[src/rtl/seg7_scan_display_if.sv]
// Status bus from the elevator controller into the display stage, and the
// multiplexed seven-segment drive coming back out of it.
`timescale 1us/1ns
interface seg7_scan_display_if;
    logic [15:0] data_bus;    // [15:12] state, [11:8] floor, [7:4] direction, [3:0] door
    logic        blink_en;    // blink floor digit while the door nibble is 0
    logic        lamp_test;   // light every segment and dp on scanned digits
    logic [6:0]  seg_n;       // {g,f,e,d,c,b,a}, active-low
    logic        dp_n;        // decimal point, active-low
    logic [3:0]  an_n;        // digit anodes, active-low, an_n[3] = leftmost
    logic        frame_tick;  // one-cycle pulse at the start of each frame

    // Controller / bench side: drives status, observes the display drive.
    modport master (
        output data_bus, blink_en, lamp_test,
        input  seg_n, dp_n, an_n, frame_tick
    );

    // Display side.
    modport slave (
        input  data_bus, blink_en, lamp_test,
        output seg_n, dp_n, an_n, frame_tick
    );
endinterface

[src/rtl/seg7_scan_display.sv]
// Four-digit common-anode scan driver for the elevator status bus.
// A snapshot of the bus is taken once per frame so a digit never tears
// mid-frame; each digit slot opens with one blanked cycle against ghosting.
`timescale 1us/1ns
module seg7_scan_display #(
    parameter int SCAN_DIV  = 25,    // clk cycles per digit slot (>= 2)
    parameter int BLINK_DIV = 2500   // clk cycles per blink half-period (>= 1)
) (
    input  logic               clk10000hz,
    input  logic               reset,
    seg7_scan_display_if.slave bus
);
    localparam int SW = $clog2(SCAN_DIV);
    localparam int BW = (BLINK_DIV > 1) ? $clog2(BLINK_DIV) : 1;
    localparam logic [SW-1:0] SCAN_LAST  = SW'(SCAN_DIV - 1);
    localparam logic [BW-1:0] BLINK_LAST = BW'(BLINK_DIV - 1);

    logic [SW-1:0] r_scan_cnt;
    logic [1:0]    r_digit;
    logic [15:0]   r_shadow;
    logic [BW-1:0] r_blink_cnt;
    logic          r_phase;

    logic          w_frame_start;
    logic          w_dead;
    logic          w_blink_blank;
    logic [3:0]    w_nibble;
    logic [6:0]    w_glyph;

    // Frame boundary, dead-time slot and floor-digit blink condition.
    assign w_frame_start = ~reset && (r_digit == 2'd3) && (r_scan_cnt == '0);
    assign w_dead        = (r_scan_cnt == '0);
    assign w_nibble      = r_shadow[{r_digit, 2'b00} +: 4];
    assign w_blink_blank = bus.blink_en && (r_shadow[3:0] == 4'h0) &&
                           r_phase && (r_digit == 2'd2);

    // Scan timing, per-frame snapshot and free-running blink phase.
    always_ff @(posedge clk10000hz) begin
        // NOTE: non-blocking so every register sees pre-edge values of the others.
        if (reset) begin
            r_scan_cnt  <= '0;
            r_digit     <= 2'd3;
            r_shadow    <= '0;
            r_blink_cnt <= '0;
            r_phase     <= 1'b0;
        end else begin
            if (r_scan_cnt == SCAN_LAST) begin
                r_scan_cnt <= '0;
                r_digit    <= r_digit - 2'd1;   // 0 wraps back to 3
            end else begin
                r_scan_cnt <= r_scan_cnt + 1'b1;
            end

            if (w_frame_start) begin
                r_shadow <= bus.data_bus;
            end

            if (r_blink_cnt == BLINK_LAST) begin
                r_blink_cnt <= '0;
                r_phase     <= ~r_phase;
            end else begin
                r_blink_cnt <= r_blink_cnt + 1'b1;
            end
        end
    end

    // Elevator glyph set: digits, 'U' up, 'd' down, '-' wait, 'E' fault, blank.
    always_comb begin
        // NOTE: default first so every path assigns w_glyph and no latch is inferred.
        w_glyph = 7'b1111111;
        case (w_nibble)
            4'd0:  w_glyph = 7'b1000000;
            4'd1:  w_glyph = 7'b1111001;
            4'd2:  w_glyph = 7'b0100100;
            4'd3:  w_glyph = 7'b0110000;
            4'd4:  w_glyph = 7'b0011001;
            4'd5:  w_glyph = 7'b0010010;
            4'd6:  w_glyph = 7'b0000010;
            4'd7:  w_glyph = 7'b1111000;
            4'd8:  w_glyph = 7'b0000000;
            4'd9:  w_glyph = 7'b0010000;
            4'd10: w_glyph = 7'b1000001;
            4'd11: w_glyph = 7'b0100001;
            4'd12: w_glyph = 7'b0111111;
            4'd13: w_glyph = 7'b0000110;
            4'd14: w_glyph = 7'b0000110;
            default: w_glyph = 7'b1111111;
        endcase
    end

    // Output drive: idle under reset, dark in dead time, lamp test over glyphs.
    always_comb begin
        bus.an_n       = 4'b1111;
        bus.seg_n      = 7'b1111111;
        bus.dp_n       = 1'b1;
        bus.frame_tick = 1'b0;
        if (!reset) begin
            bus.frame_tick = w_frame_start;
            if (!w_dead) begin
                bus.an_n = ~(4'b0001 << r_digit);
                if (bus.lamp_test) begin
                    bus.seg_n = 7'b0000000;
                    bus.dp_n  = 1'b0;
                end else if (w_blink_blank) begin
                    bus.seg_n = 7'b1111111;
                end else begin
                    bus.seg_n = w_glyph;
                end
            end
        end
    end
endmodule

[src/flat_wrapper.sv]
// flat-port wrapper written by rule: the top's interface ports become plain ports
module seg7_scan_display_flat 
#(
    parameter int SCAN_DIV  = 25,                                       
    parameter int BLINK_DIV = 2500                                             
)
  (clk10000hz, reset, bus_data_bus, bus_blink_en, bus_lamp_test, bus_seg_n, bus_dp_n, bus_an_n, bus_frame_tick);
  seg7_scan_display_if bus_i ();
  input  logic clk10000hz;
  input  logic reset;
  input wire logic [$bits(bus_i.data_bus)-1:0] bus_data_bus;
  input wire logic [$bits(bus_i.blink_en)-1:0] bus_blink_en;
  input wire logic [$bits(bus_i.lamp_test)-1:0] bus_lamp_test;
  output wire logic [$bits(bus_i.seg_n)-1:0] bus_seg_n;
  output wire logic [$bits(bus_i.dp_n)-1:0] bus_dp_n;
  output wire logic [$bits(bus_i.an_n)-1:0] bus_an_n;
  output wire logic [$bits(bus_i.frame_tick)-1:0] bus_frame_tick;
  assign bus_i.data_bus = bus_data_bus;
  assign bus_i.blink_en = bus_blink_en;
  assign bus_i.lamp_test = bus_lamp_test;
  assign bus_seg_n = bus_i.seg_n;
  assign bus_dp_n = bus_i.dp_n;
  assign bus_an_n = bus_i.an_n;
  assign bus_frame_tick = bus_i.frame_tick;
  seg7_scan_display #(.SCAN_DIV(SCAN_DIV), .BLINK_DIV(BLINK_DIV)) u_core (.clk10000hz(clk10000hz), .reset(reset), .bus(bus_i));
endmodule
[config.mk]
export PLATFORM = sky130hd
export DESIGN_NAME = seg7_scan_display_flat
export DESIGN_NICKNAME = d
export VERILOG_FILES = /design/src/rtl/seg7_scan_display_if.sv /design/src/rtl/seg7_scan_display.sv /design/src/flat_wrapper.sv
export SDC_FILE = /design/constraint.sdc
export NUM_CORES = 1
export LEC_CHECK = 0
export BUFFER_PORTS_ARGS = -buffer_cell sky130_fd_sc_hd__buf_4
export CORE_MARGIN = 10
export CORE_UTILIZATION = 50
export CTS_CLUSTER_DIAMETER = 200
export CTS_CLUSTER_SIZE = 12
export DETAILED_ROUTE_END_ITERATION = 8
export PLACE_DENSITY = 0.84
export REMOVE_ABC_BUFFERS = 1
export SLEW_MARGIN = 30
export SYNTH_ARGS = -nofsm -noshare
export SYNTH_HDL_FRONTEND = slang
export SYNTH_SLANG_ARGS = --single-unit
[constraint.sdc]
create_clock -name clk10000hz -period 2.5 [get_ports clk10000hz]
set_input_delay 0.5 -clock clk10000hz [delete_from_list [all_inputs] [get_ports clk10000hz]]
set_output_delay 0.5 -clock clk10000hz [all_outputs]
set_load 0.01 [all_outputs]
==> flow_summary.yaml, run 1 <==
critical_path:
  cp.arrival_ps: 2250
  crit_required_ps: 2000
  path_class: "flip-flop to output port"
  crit_fanout: 4
  worstSetupEndpointType: "output port"
  r2r-start: "u_core.r_scan_cnt[0]$_SDFF_PP0_"
  reg2reg_slack_ps: 750
  startpoint_type: "flip-flop"
  r2r_end: "u_core.r_shadow[11]$_SDFFE_PP0N_"
  worstRegToRegCells: 6
synth:
  synth_top_family_by_area: "simple AND/OR/NAND/NOR gates"
  synthTopCellsByCount: "nand2_1 (48), dfxtp_1 (36), nor2_1 (28)"
  yosys.area.top_type: "dfxtp_1"
  synth-xor-area-share: 0.0708
  synth_edf_count: 0
  synthesis.yosys.warnings: 0
  ys.flop_type: "dfxtp_1"
  ys_types: 34
  synth-compound-area-share: 0.101
  yosys.area_share.adder: 0.0877
  synth.most_common_cell: "nand2_1"
  ys_async_sr_fraction: 0
  synth_seq_cells: 36
  netlist.area_leader.share: 0.388
  yosysSeqAreaShare: 0.388
  synthMuxAreaShare: 0.0526
  syn_avg_cell_area_um2: 8.28
  syn-instance-count: 224
  syn-cell-area_mm2: 0.00186
  yosys.area_share.simple: 0.244
  ys_top_cells_by_area: "dfxtp_1 (39%), nand2_1 (9.7%), ha_1 (8.8%)"
power:
  p_per_area_mw_per_mm2: 559
  p_leak_nw: 0.998
  ir_drop_uv: 415
place:
  pre_cts_slack_ps: -88.7
  place_area_mm2: 0.00220
  io_buffers: 32
  gp_congestion: 0.796
  hpwl_mm: 3.25
run_status:
  violations: "setup timing"
  status: "complete, but fails checks"
drt:
  routed_wl_mm: 4.24
  vias: 1591
  drt-wirelength-per-cell_um: 13.4
  drcViolationCount: 0
  routed_via_density: 5.03
  drtAntennaViolNets: 0
  drt-initial-drc-count: 59
  first_pass_iters: 4
final_layout:
  fin_util: 0.644
  n_antenna_cell: 0
  drive_gt1_frac: 0.257
  syn2layout_area_growth_pct: 26.1
  design_area_mm2: 0.00234
  fin_nets: 300
grt:
  met2_usage: 0.259
  grt_antenna_before_repair: 0
  gr-max-usage-layer: "met2"
  grt_util_met3: 0.0497
  grt.overflow.total: 0
  grt_max_degree: 23
  first_global_vias: 1687
  grtUsageTotal: 0.140
  grtUsageMet1: 0.142
  grt_pass1_wl_mm: 7.28
timing:
  fin_skew_ps: 3.32
  fmax_mhz: 363
  relSlewSlack: 0.626
  fin_tns_setup_ps: -1020
  slew_violations: 0
  grt_setup_unrepaired: "yes"
  finalCriticalPeriod_ps: 2750
  setup_viol: 7
  hold_viol: 0
  worst_pin_slew_ps: 560
  post-route-period-util: 1.10
  finalWorstSetupSlack_ps: -253
floorplanning:
  die_area_mm2: 0.00655
  ios: 33
  coreArea_mm2: 0.00363
  dieHeight_um: 80.9
  num_rows: 22
  die_w_um: 80.9
  start_util: 0.511
min_path:
  hp-start: "u_core.r_blink_cnt[0]$_SDFF_PP0_"
  holdPathEnd: "u_core.r_blink_cnt[0]$_SDFF_PP0_"
  hp-class: "flip-flop to flip-flop"
  holdPathStages: 1
clocking:
  clk_latency_ps: 290
  cts_buffers: 5
  h-tree-depth: 2
  clock_sinks: 36
  cts.clk_slew.worst_paths_ps: 70
  ctsHoldBuffers: 0
  ctsLongestPathBuffers: 2
  cts_tree: "built"
  cts-root-buf: "clkbuf_8"
run:
  cap_violations: 0
placed cells by master (no fill, tap or decap), types with 4 or more instances in the layout:
cell type / netlist / final
nand2_1: 48 / 48
buf_4: 0 / 45
dfxtp_1: 36 / 35
nor2_1: 28 / 28
a21oi_1: 21 / 21
xor2_1: 10 / 10
ha_1: 13 / 10
inv_1: 12 / 8
nand3_1: 8 / 8
clkbuf_8: 0 / 6
xnor2_1: 5 / 5
mux4_2: 2 / 4
final cells by class:
class                           count  area [µm²]
Clock buffer                        6        82.6
Timing Repair Buffer               46         349
Fill cell                         346        1290
Sequential cell                    36         724
Clock inverter                      2        10.0
Multi-Input combinational cell    166        1070
Inverter                           12        47.5
Tap cell                           48        60.1
sequential cells by signal, summed over array words and instances, names as in the netlist:
name	cells
u_core.r_blink_cnt	12
u_core.r_digit	2
u_core.r_phase	1
u_core.r_scan_cnt	5
u_core.r_shadow	16
critical path, cell delays in order (launching register included):
cell	delay, ps
dfxtp_4	370
mux4_2	520
inv_2	100
ha_4	200
or2b_1	230
nand4_1	160
o221ai_1	130
a21oi_1	130
buf_4	130
metrics by stage:
stage	cells	hold WS (ps)	power, mW
6_report	316	452	1.31
5_1_grt	316	462	1.38
4_1_cts	315	446	1.32
3_5_place_dp	307	445	0.893
3_3_place_gp	307	430	0.884
2_1_floorplan	214	418	0.774
layer usage:
| metal | part of all wire | vias up | wire (µm) |
|---|---|---|---|
| met3 | 0.051 | 4 | 215 |
| met2 | 0.53 | 26 | 2250 |
| met1 | 0.41 | 738 | 1730 |
| met5 | 0 | - | 0 |
| li1 | - | 823 | - |
| met4 | 0.0094 | 0 | 40 |
cell families (layout without fill, tap and decap cells):
logic type                 count (synthesis)  in the layout
AOI/OAI and AO/OA                         33             33
adders and majority gates                 13             13
DFF                                       36             36
buffers and inverters                     22             66
xor gates and xnor gates                  15             15
and+or+nand+nor                          101            101
muxes                                      4              4
worst max-delay path by stage:
stage / start / end / slack [ps] / cells after the start
detailed placement: u_core.r_digit[0]$_SDFFE_PP1P_ / bus_seg_n[5] / -90 / 8
floorplan: u_core.r_digit[0]$_SDFFE_PP1P_ / bus_seg_n[5] / -200 / 7
CTS: u_core.r_digit[0]$_SDFFE_PP1P_ / bus_seg_n[5] / -280 / 8
global placement: u_core.r_digit[0]$_SDFFE_PP1P_ / bus_seg_n[5] / -3 / 8
global route: u_core.r_digit[0]$_SDFFE_PP1P_ / bus_seg_n[5] / -380 / 8
finish: u_core.r_digit[0]$_SDFFE_PP1P_ / bus_seg_n[5] / -250 / 8
power by group:
group          switching [mW]  internal, mW  leakage [nW]  total, mW
clock                   0.198         0.219        0.0510      0.418
sequential             0.0213         0.604         0.294      0.626
combinational           0.138         0.127         0.653      0.265
total                   0.358         0.951         0.998       1.31
repair_timing:
action | 4_1_cts | 5_1_grt
pin swaps | 5 | 5
gates resized for setup | 16 | 3
setup buffers | 1 | 1
endpoints found under the setup margin | 7 | 7
Note: power is estimated with default switching activity, not from simulation.
==> run 2: changes to the inputs <==
--- a/config.mk
+++ b/config.mk
@@ -15,3 +15,2 @@
 export REMOVE_ABC_BUFFERS = 1
-export SLEW_MARGIN = 30
 export SYNTH_ARGS = -nofsm -noshare
==> constraint.sdc (replaced) <==
create_clock -name clk10000hz -period 2.5 [get_ports clk10000hz]
set_input_delay 0.25 -clock clk10000hz [delete_from_list [all_inputs] [get_ports clk10000hz]]
set_output_delay 0.25 -clock clk10000hz [all_outputs]
set_load 0.01 [all_outputs]
==> run 2 against run 1 <==
Compared with the run above: via count down 0.19%; setup slack better by 250 ps; the flow now finishes without violations; sequential share of layout area up 1.3 points; sequential power about the same; clock skew up 1.5 ps; first-iteration DRC count up 110%; combinational power down 5%.
==> flow_summary.yaml, run 2 (same netlist as run 1, synthesis figures left out) <==
run_status:
  status: "complete, no violations"
grt:
  grt_max_degree: 24
  first_global_vias: 1519
  grt.overflow.total: 0
  grtUsageTotal: 0.131
  grt_antenna_before_repair: 0
  grt_pass1_wl_mm: 6.76
timing:
  fin_skew_ps: 4.87
  slew_violations: 0
  finalCriticalPeriod_ps: 2500
  grt_setup_unrepaired: "yes"
  setup_viol: 0
  relSlewSlack: 0.638
  finalWorstSetupSlack_ps: 0.160
  fmax_mhz: 400
  post-route-period-util: 1.00
  hold_viol: 0
  worst_pin_slew_ps: 543
clocking:
  cts_tree: "built"
  h-tree-depth: 2
  clock_sinks: 36
  ctsLongestPathBuffers: 2
  cts-root-buf: "clkbuf_8"
  clk_latency_ps: 290
  cts.clk_slew.worst_paths_ps: 70
  ctsHoldBuffers: 0
  cts_buffers: 5
power:
  p_clk_frac: 0.318
  p_per_area_mw_per_mm2: 573
  p_sw_frac: 0.284
  power_mw: 1.29
  p_int_mw: 0.923
  seq_power_share: 0.486
  switchingPower_mw: 0.366
  ir_drop_uv: 308
  combPwrFrac: 0.196
  p_leak_nw: 0.953
final_layout:
  syn2layout_area_growth_pct: 21.2
  top_register: "u_core.r_shadow"
  fin_nets: 293
  n_antenna_cell: 0
  fillCellCount: 330
  largest_register_ffs: 16
  fin_util: 0.619
  reg.largest.list: "u_core.r_shadow (16), u_core.r_blink_cnt (12), u_core.r_scan_cnt (5)"
  final_cell_mix: "nand2_1 (48), buf_4 (39), dfxtp_1 (34)"
  drive_gt1_frac: 0.222
  final_common_cell: "nand2_1"
floorplanning:
  start_util: 0.511
  dieHeight_um: 80.9
  die_w_um: 80.9
  die_area_mm2: 0.00655
  ios: 33
  coreArea_mm2: 0.00363
  num_rows: 22
critical_path:
  r2r_end: "u_core.r_shadow[5]$_SDFFE_PP0N_"
  crit_fanout: 4
  worstSetupEndpointType: "output port"
  startpoint_type: "flip-flop"
  cpLargestDelayFamily: "multiplexers"
  reg2reg_slack_ps: 760
  cp.arrival_ps: 2250
  crit_required_ps: 2250
  critPathMaxStageDelay_ps: 530
  critPathLaunch: "u_core.r_digit[0]$_SDFFE_PP1P_"
  cp.depth: 8
  cp_slowest_cell: "mux4_2"
  path_class: "flip-flop to output port"
  r2r-start: "u_core.r_scan_cnt[0]$_SDFF_PP0_"
  crit_buf_inv: 2
  worstRegToRegCells: 6
  endpoint: "bus_seg_n[5]"
  crit_chain: "mux4_2 > inv_2 > ha_4 > or2b_1 > nand4_1 > o221ai_1 > a21oi_1 > buf_4"
place:
  gp_congestion: 0.843
  io_buffers: 32
  hpwl_mm: 3.04
  pre_cts_slack_ps: 136
drt:
  first_pass_iters: 4
  routed_via_density: 5.14
  vias: 1588
  drt-initial-drc-count: 126
  drt-wirelength-per-cell_um: 13.7
  drtAntennaViolNets: 0
  routed_wl_mm: 4.23
  drcViolationCount: 0
min_path:
  hp-class: "input pin to flip-flop"
  holdPathStages: 3
run:
  cap_violations: 0
## run 2: worst min path at each step
stage / start / endpoint
floorplan: reset / u_core.r_shadow[0]$_SDFFE_PP0N_
global placement: u_core.r_blink_cnt[0]$_SDFF_PP0_ / u_core.r_blink_cnt[0]$_SDFF_PP0_
detailed placement: u_core.r_blink_cnt[0]$_SDFF_PP0_ / u_core.r_blink_cnt[0]$_SDFF_PP0_
CTS: bus_data_bus[12] / u_core.r_shadow[12]$_SDFFE_PP0N_
global route: bus_data_bus[10] / u_core.r_shadow[10]$_SDFFE_PP0N_
finish: bus_data_bus[0] / u_core.r_shadow[0]$_SDFFE_PP0N_
## run 2: power by group through the flow
stage,Combinational (mW),Clock (mW),Sequential (mW)
floorplan,0.142,0,0.632
global placement,0.238,0,0.637
detailed placement,0.242,0,0.638
CTS,0.251,0.416,0.627
global route,0.282,0.444,0.630
finish,0.253,0.409,0.626
## run 2: worst reg2reg max path, cell delays in order (launching register included)
cell     delay [ps]
dfxtp_1         340
inv_1            60
ha_1            160
nor4b_2         270
and2_1          530
nand2_1         150
a21oi_1         160
## run 2: per-layer routing
metal | track usage | vias up | part of all wire
li1 | - | 808 | -
met1 | 0.137 | 736 | 0.41
met2 | 0.231 | 36 | 0.51
met3 | 0.0475 | 8 | 0.064
met4 | 0.0623 | 0 | 0.015
met5 | 0 | - | 0
## run 2: cell type report
cell class | instances | area (µm²) | area share
Multi-Input combinational cell | 166 | 1040 | 0.463
Sequential cell | 36 | 726 | 0.323
Inverter | 12 | 45.0 | 0.0200
Clock inverter | 1 | 8.76 | 0.00389
Clock buffer | 7 | 76.3 | 0.0339
Timing Repair Buffer | 39 | 293 | 0.130
Tap cell | 48 | 60.1 | 0.0267
## run 2: what timing repair did
action | in CTS | in global routing
pin swaps | 2 | 0
hold endpoints to repair | 0 | 0
endpoints found under the setup margin | 4 | 4
buffers inserted | 2 | 0
gates resized for setup | 9 | 1
## run 2: per-stage QoR
stage          TNS (ps)  std cells  cell area [µm²]  hold WS (ps)
6_report              0        309             2250           199
5_1_grt            -290        309             2250           194
4_1_cts               0        309             2250           191
3_5_place_dp          0        299             2140           444
3_3_place_gp          0        299             2140           432
2_1_floorplan         0        214             1800           319
==> run 3: changes to the inputs <==
- BUFFER_PORTS_ARGS: -buffer_cell sky130_fd_sc_hd__buf_4 -> default
- CORE_UTILIZATION: 50 -> 55
- DONT_BUFFER_PORTS: default -> 1
- PLACE_DENSITY: 0.84 -> 0.82
==> run 3 against run 2 <==
Compared with the run above: critical path depth unchanged; final cell count down 9.4%; largest power group unchanged; sequential share of layout area increased by 3.4 points; core utilization is 0.39 points lower; setup slack worse by 62 ps; critical path type unchanged; the flow now finishes with violations (setup timing); design area is 9.5% lower; routed wire length shrank 8.2%; die area fell by 6.9%; clock power is 21% lower; combinational power fell by 17%; sequential cell count did not move.
==> flow_summary.yaml, run 3 (same netlist as run 1, synthesis figures left out) <==
critical_path:
  r2r-start: "u_core.r_scan_cnt[0]$_SDFF_PP0_"
  critPathLaunch: "u_core.r_digit[0]$_SDFFE_PP1P_"
  crit_chain: "mux4_2 > inv_2 > ha_4 > or2b_1 > nand4_1 > a21oi_1 > nor3_1 > buf_4"
  crit_buf_inv: 2
  startpoint_type: "flip-flop"
  worstSetupEndpointType: "output port"
  cp.depth: 8
  crit_fanout: 4
  worstRegToRegCells: 6
  reg2reg_slack_ps: 780
  critPathMaxStageDelay_ps: 520
  cpLargestDelayFamily: "simple AND/OR/NAND/NOR gates"
  crit_required_ps: 2250
  r2r_end: "u_core.r_shadow[1]$_SDFFE_PP0N_"
  cp_slowest_cell: "mux4_2"
  path_class: "flip-flop to output port"
  endpoint: "bus_seg_n[0]"
  cp.arrival_ps: 2310
grt:
  grtUsageTotal: 0.132
  grt_antenna_before_repair: 0
  grt_pass1_wl_mm: 6.61
  grt_max_degree: 19
  first_global_vias: 1486
  grt.overflow.total: 0
drt:
  vias: 1451
  drt-initial-drc-count: 79
  first_pass_iters: 4
  routed_via_density: 5.18
  drtAntennaViolNets: 0
  routed_wl_mm: 3.88
  drcViolationCount: 0
  drt-wirelength-per-cell_um: 13.9
final_layout:
  top_register: "u_core.r_shadow"
  n_antenna_cell: 0
  largest_register_ffs: 16
  syn2layout_area_growth_pct: 9.78
  final_cell_mix: "nand2_1 (48), dfxtp_1 (34), nor2_1 (27)"
  final_cells: 280
  reg.largest.list: "u_core.r_shadow (16), u_core.r_blink_cnt (12), u_core.r_scan_cnt (5)"
  design_area_mm2: 0.00204
  fin_nets: 266
  final_common_cell: "nand2_1"
  fillCellCount: 300
  drive_gt1_frac: 0.154
floorplanning:
  coreArea_mm2: 0.00331
  num_rows: 21
  ios: 33
  die_w_um: 78.1
  die_area_mm2: 0.00610
  dieHeight_um: 78.1
  start_util: 0.560
power:
  combPwrFrac: 0.182
  ir_drop_uv: 453
  p_leak_nw: 0.823
  p_per_area_mw_per_mm2: 570
  p_sw_frac: 0.290
  p_int_mw: 0.824
  p_clk_frac: 0.279
  seq_power_share: 0.539
  switchingPower_mw: 0.336
timing:
  fmax_mhz: 390
  fin_tns_setup_ps: -94.1
  hold_viol: 0
  finalCriticalPeriod_ps: 2560
  finalWorstSetupSlack_ps: -62.3
  fin_skew_ps: 7.34
  worst_pin_slew_ps: 642
  slew_violations: 0
  setup_viol: 2
  whs_ps: 23.7
  grt_setup_unrepaired: "yes"
  post-route-period-util: 1.02
  relSlewSlack: 0.570
run_status:
  status: "complete, but fails checks"
  violations: "setup timing"
place:
  io_buffers: 0
  pre_cts_slack_ps: 70.1
  gp_congestion: 0.759
  dp.cells: 266
  hpwl_mm: 2.77
  place_area_mm2: 0.00190
min_path:
  hp-class: "input pin to flip-flop"
  holdPathStages: 2
run:
  cap_violations: 0
clocking:
  cts_buffers: 5
  cts_tree: "built"
  h-tree-depth: 2
  clk_latency_ps: 350
  ctsLongestPathBuffers: 2
  cts-root-buf: "clkbuf_4"
  cts.clk_slew.worst_paths_ps: 110
  clock_sinks: 36
run 3: cell types whose count changed in the layout (fill, tap and decap cells not counted), sizes merged:
cell	before	now
buf	39	11
clkbuf	7	6
clkinv	1	2
dlygate4sd3	0	1
run 3: what timing repair did:
| action | CTS | global route |
|---|---|---|
| hold endpoints to repair | 18 | 0 |
| setup buffers | 4 | 1 |
| endpoints found under the setup margin | 6 | 6 |
| resized for setup | 10 | 6 |
| hold buffers | 1 | 0 |
| pin swaps | 0 | 1 |
run 3: power groups by stage:
| stage | clock, mW | sequential (mW) | combinational (mW) |
|---|---|---|---|
| after global placement | 0 | 0.638 | 0.184 |
| after floorplan | 0 | 0.632 | 0.142 |
| after global routing | 0.359 | 0.630 | 0.241 |
| final | 0.324 | 0.625 | 0.211 |
| after CTS | 0.336 | 0.625 | 0.206 |
| after detailed placement | 0 | 0.638 | 0.188 |
run 3: worst register-to-register path, cell delays in order (launching register included):
cell     delay (ps)
dfxtp_1         350
inv_1            60
ha_1            150
nor4b_2         280
and2_1          530
nand2_1         140
a21oi_1         150
run 3: worst min-delay path by stage:
| stage | start | endpoint |
|---|---|---|
| finish | bus_data_bus[12] | u_core.r_shadow[12]$_SDFFE_PP0N_ |
| global route | bus_data_bus[5] | u_core.r_shadow[5]$_SDFFE_PP0N_ |
| CTS | bus_data_bus[9] | u_core.r_shadow[9]$_SDFFE_PP0N_ |
| detailed placement | reset | u_core.r_shadow[9]$_SDFFE_PP0N_ |
| global placement | reset | u_core.r_shadow[10]$_SDFFE_PP0N_ |
| floorplan | reset | u_core.r_shadow[0]$_SDFFE_PP0N_ |
run 3: area by class of cell:
cell class	count	area [µm²]	share of cell area
inverters	12	45.0	0.0221
multi-input cells	166	1050	0.518
clock buffers	6	51.3	0.0252
repair buffers	12	92.6	0.0455
clock inverters	2	10.0	0.00491
flip-flops and latches	36	726	0.356
well taps	46	57.6	0.0283
run 3: per-layer routing:
layer	wire length, µm	global-route usage	vias to the layer above
met4	51	0.0466	0
li1	-	-	757
met5	0	0	-
met1	1590	0.141	664
met2	1980	0.222	24
met3	258	0.0649	6
run 3: per-stage QoR:
stage,power (mW),util
floorplan,0.774,-
global placement,0.822,0.574
detailed placement,0.826,0.574
CTS,1.17,0.610
global route,1.23,0.615
finish,1.16,0.615
